<file path="src/rtl/n_bit_serial_subtractor_pkg.sv">
// Shared ATM datapath definitions: FSM encodings and the default operand width,
// so the ripple adder and serial subtractor agree on width.
package n_bit_serial_subtractor_pkg;

    localparam int ATM_WIDTH = 10;

    localparam logic [1:0] IDLE = 2'd0;
    localparam logic [1:0] SUB  = 2'd1;
    localparam logic [1:0] DONE = 2'd2;

endpackage

</file>
<file path="src/rtl/n_bit_serial_subtractor_full_subtractor.sv">
// One-bit full subtractor cell (x - y - b_in), the counterpart of the full-adder cell.
module full_subtractor (
    input  logic x,
    input  logic y,
    input  logic b_in,
    output logic d,
    output logic b_out
);

    assign d     = x ^ y ^ b_in;
    assign b_out = (~x & y) | (~x & b_in) | (y & b_in);

endmodule

</file>
<file path="src/rtl/n_bit_serial_subtractor.sv">
// Bit-serial N-bit subtractor, LSB first, one bit per clock; final borrow flags
// insufficient funds. Results hold from one completed operation to the next.
module n_bit_serial_subtractor
    import n_bit_serial_subtractor_pkg::*;
#(
    parameter int N = ATM_WIDTH
) (
    input  logic         clk,
    input  logic         rst,
    input  logic         start,
    input  logic [N-1:0] minuend,
    input  logic [N-1:0] subtrahend,
    output logic         busy,
    output logic         done,
    output logic [N-1:0] difference,
    output logic         borrow_out
);

    localparam int CW = $clog2(N);
    localparam logic [CW-1:0] LAST = CW'(N - 1);

    logic [1:0]    state;
    logic [N-1:0]  a_sr;
    logic [N-1:0]  b_sr;
    logic [N-1:0]  res_sr;
    logic          borrow_ff;
    logic [CW-1:0] cnt;
    logic          d;
    logic          bout;

    full_subtractor u_cell (
        .x     (a_sr[0]),
        .y     (b_sr[0]),
        .b_in  (borrow_ff),
        .d     (d),
        .b_out (bout)
    );

    always_ff @(posedge clk or posedge rst) begin
        if (rst) begin
            state      <= IDLE;
            a_sr       <= '0;
            b_sr       <= '0;
            res_sr     <= '0;
            borrow_ff  <= 1'b0;
            cnt        <= '0;
            difference <= '0;
            borrow_out <= 1'b0;
        end else begin
            case (state)
                IDLE: begin
                    if (start) begin
                        a_sr      <= minuend;
                        b_sr      <= subtrahend;
                        res_sr    <= '0;
                        borrow_ff <= 1'b0;
                        cnt       <= '0;
                        state     <= SUB;
                    end
                end
                SUB: begin
                    // Result bits enter at the MSB so bit 0 lands at position 0 after N shifts.
                    res_sr    <= {d, res_sr[N-1:1]};
                    a_sr      <= a_sr >> 1;
                    b_sr      <= b_sr >> 1;
                    borrow_ff <= bout;
                    if (cnt == LAST) begin
                        difference <= {d, res_sr[N-1:1]};
                        borrow_out <= bout;
                        state      <= DONE;
                    end else begin
                        cnt <= cnt + 1'b1;
                    end
                end
                DONE: begin
                    state <= IDLE;
                end
                default: begin
                    state <= IDLE;
                end
            endcase
        end
    end

    assign busy = (state == SUB);
    assign done = (state == DONE);

endmodule

</file>
<file path="config.mk">
export PLATFORM = sky130hd
export DESIGN_NAME = n_bit_serial_subtractor
export DESIGN_NICKNAME = d
export VERILOG_FILES = /design/src/rtl/n_bit_serial_subtractor_pkg.sv /design/src/rtl/n_bit_serial_subtractor_full_subtractor.sv /design/src/rtl/n_bit_serial_subtractor.sv
export SDC_FILE = /design/constraint.sdc
export NUM_CORES = 1
export LEC_CHECK = 0
export CORE_MARGIN = 5
export CORE_UTILIZATION = 58
export CTS_BUF_LIST = sky130_fd_sc_hd__clkbuf_4 sky130_fd_sc_hd__clkbuf_8
export CTS_CLUSTER_SIZE = 28
export DETAILED_ROUTE_END_ITERATION = 8
export HOLD_SLACK_MARGIN = 0.03
export PLACE_DENSITY = 0.87
export SYNTH_ARGS = -nofsm -noshare
export SYNTH_HDL_FRONTEND = slang
export SYNTH_SLANG_ARGS = --single-unit
</file>
<file path="constraint.sdc">
create_clock -name clk -period 3.8 [get_ports clk]
set_input_delay 0.76 -clock clk [delete_from_list [all_inputs] [get_ports clk]]
set_output_delay 0.76 -clock clk [all_outputs]
set_load 0.01 [all_outputs]
</file>
==> out/metrics.csv <==
stage,metric,value,unit
status,outcome,completed,
hold_path,hold_path_class,flip-flop to flip-flop,
routing,vias,1365,
pwr,seq_power_share,44.8,%
yosys,syn-mean-instance-area,12.3,um^2
timing,min_period_over_period,73.5,%
clock_tree,cts_setup_buffers,0,
layout,n_antenna_cell,0,
clock_tree,htree_levels,2,
timing,period_needed,2790,ps
yosys,synth_warnings,0,
setup_path,arrival,2030,ps
setup_path,critPathSlowestCell,clkdlybuf4s50_1,
pwr,internal_power,1.23,mW
grt,grt_max_degree,48,
yosys,synth-main-ff-cell,dfrtp_1,
place,gp_congestion,0.819,
yosys,syn_inst,167,
yosys,synthArstFlopShare,100,%
pwr,combPwrFrac,42.8,%
grt,first_global_vias,1412,
die,die_width,69.5,um
yosys,synth.yosys.seq_area_share,57.3,%
die,die_y,69.5,um
job,max-cap-violations,0,
clock_tree,cts_tree,built,
setup_path,path_class,flip-flop to output port,
layout,mostFrequentLayoutCells,"47 x dfrtp_1, 35 x clkdlybuf4s50_1, 22 x nand2_1, 22 x o21ai_0, 19 x mux2i_1",
timing,slew_violations,0,
yosys,synth.distinct_cells,27,
routing,postRouteAntennaNets,0,
setup_path,endpoint_kind,output port,
yosys,synth_edf_count,0,
setup_path,critPathLaunchType,flip-flop,
setup_path,crit_fanout,19,
timing,setup_violations,0,
clock_tree,clockRootBuffer,clkbuf_4,
die,rows,21,
place,port-buffer-count,35,
timing,skew,9.99,ps
setup_path,critPathTopFamily,buffers and inverters,
pwr,vdd_drop_max,477,uV
timing,max_freq,358,MHz
grt,grt.overflow.total,0,
yosys,synth_nets,193,
clock_tree,cts_resized,0,
routing,drcViolationCount,0,
timing,rsz0062_at_grt,false,
grt,antenna_found_initial,0,
layout,final_common_cell,dfrtp_1,
setup_path,cp.buffers_inverters,3,
routing,routedWlPerCell,15.7,um
pwr,power.switching,698,uW
clock_tree,cts.sinks,47,
grt,grt_usage,17.5,%
grt,grt_pass1_wl,6660,um
place,place_inst,241,
layout,area_growth,20.5,%
routing,vias_per_cell,5.48,
layout,fin_nets,228,
pwr,p_per_area,779,mW/mm^2
pwr,p_leak,1.12,nW
clock_tree,cts_buffer_depth,2,
die,num_io_pins,36,
die,start_util,60.6,%
timing,final-hold-violation-count,0,
timing,finalSetupTns,0,ps
layout,fin_cells,249,
routing,drt_first_pass_iters,4,
clock_tree,cts_buffers,5,
layout,drive_gt1_share,11.8,%
yosys,ys_ff_latch,47,
timing,worst_slew_pin_slew,942,ps
pwr,pwr-share-clk,12.4,%
clock_tree,hold_buffers,0,
die,dieArea,0.00483,mm^2
die,core,0.00339,mm^2
layout,design_area,0.00247,mm^2
setup_path,path_cells,nand2b_1 -> buf_4 -> inv_4 -> clkdlybuf4s50_1,
timing,max_slew_margin,37.1,%
setup_path,cp_slowest_stage_delay,590,ps
setup_path,cp.required,3040,ps
layout,fillers,227,
routing,totalWireLength,3910,um
routing,drtIter0Drc,121,
place,post_dp_cell_area,0.00242,mm^2
pwr,switching_share,36.2,%
yosys,syn_area,0.00205,mm^2
clock_tree,path_clk_slew,130,ps
place,dp_hpwl,2800,um
clock_tree,clk_latency,360,ps
==> state kept, by name, summed over array words and instances (netlist names) <==
signal,count
res_sr,9
borrow_ff,1
cnt,4
borrow_out,1
b_sr,10
a_sr,10
difference,10
state,2
==> cell usage after synthesis, types with 2 or more instances <==
cell type  count  area, um^2
a21oi_1        2        10.0
a22o_1        10        87.6
buf_2          5        25.0
buf_6          3        33.8
dfrtp_1       47        1180
ha_1           2        25.0
inv_1          5        18.8
mux2_4         9         135
mux2i_1       19         190
nand2_1       22        82.6
nand3_1        2        10.0
nor2b_1        4        25.0
o21ai_0       22         110
o21bai_1       2        15.0
==> power by group through the flow <==
| stage | combinational, mW | sequential (mW) | clock, mW |
|---|---|---|---|
| 6_report | 0.825 | 0.864 | 0.239 |
| 5_1_grt | 0.910 | 0.894 | 0.262 |
| 4_1_cts | 0.837 | 0.864 | 0.242 |
| 3_5_place_dp | 0.833 | 0.874 | 0 |
| 3_3_place_gp | 0.789 | 0.858 | 0 |
| 2_1_floorplan | 0.584 | 0.857 | 0 |
==> kinds of logic (layout without fill, tap and decap cells) <==
family	after synthesis	count (layout)	share of synthesized area, %
AOI/OAI and AO/OA	40	40	12.3
adders and majority gates	3	3	2.19
buffers and inverters	15	51	4.27
DFF	47	47	57.3
muxes	29	29	16.4
and+or+nand+nor	33	33	7.56
==> per-layer routing <==
| layer | vias up | routed length, um | share of wire, % | track usage, % |
|---|---|---|---|---|
| li1 | 656 | - | - | - |
| met1 | 669 | 1720 | 44 | 21.7 |
| met2 | 33 | 1940 | 49 | 28.2 |
| met3 | 7 | 188 | 4.8 | 4.93 |
| met4 | 0 | 68 | 1.7 | 8.24 |
| met5 | - | 0 | 0 | 0 |
==> worst register-to-register path, delay by kind of cell, from the launching register on <==
family | cells | cell delay, ps
AOI/OAI and AO/OA | 3 | 970
DFF | 1 | 450
buffers and inverters | 1 | 380
==> per-stage QoR <==
step | utilization (%) | setup slack (ps) | hold WS [ps] | total power [mW]
floorplan | - | 1920 | 449 | 1.44
global placement | 71.3 | 1240 | 461 | 1.65
detailed placement | 71.3 | 1160 | 472 | 1.71
CTS | 73.0 | 987 | 499 | 1.94
global route | 73.0 | 908 | 532 | 2.07
finish | 73.0 | 1010 | 498 | 1.93
==> cell type report <==
type,instances,area (um^2),area share (%)
clock buffer,7,52.6,2.12
clock inverter,1,5.00,0.202
inverter,6,25.0,1.01
multi-input combinational,105,793,32.1
sequential,47,1180,47.5
tap,46,57.6,2.33
timing repair buffer,37,365,14.8
==> final timing paths <==
check,startpoint,to,slack [ps],depth (start not counted)
setup / recovery,state[1],busy,1010,4
hold / removal,b_sr[4],b_sr[4],500,2
setup reg to reg,state[0],cnt[2],1950,4
hold reg to reg,b_sr[4],b_sr[4],500,2
max in group asynchronous,rst,a_sr[8],2300,2
min in group asynchronous,rst,difference[6],910,2
(Power assumes the default switching activity.)
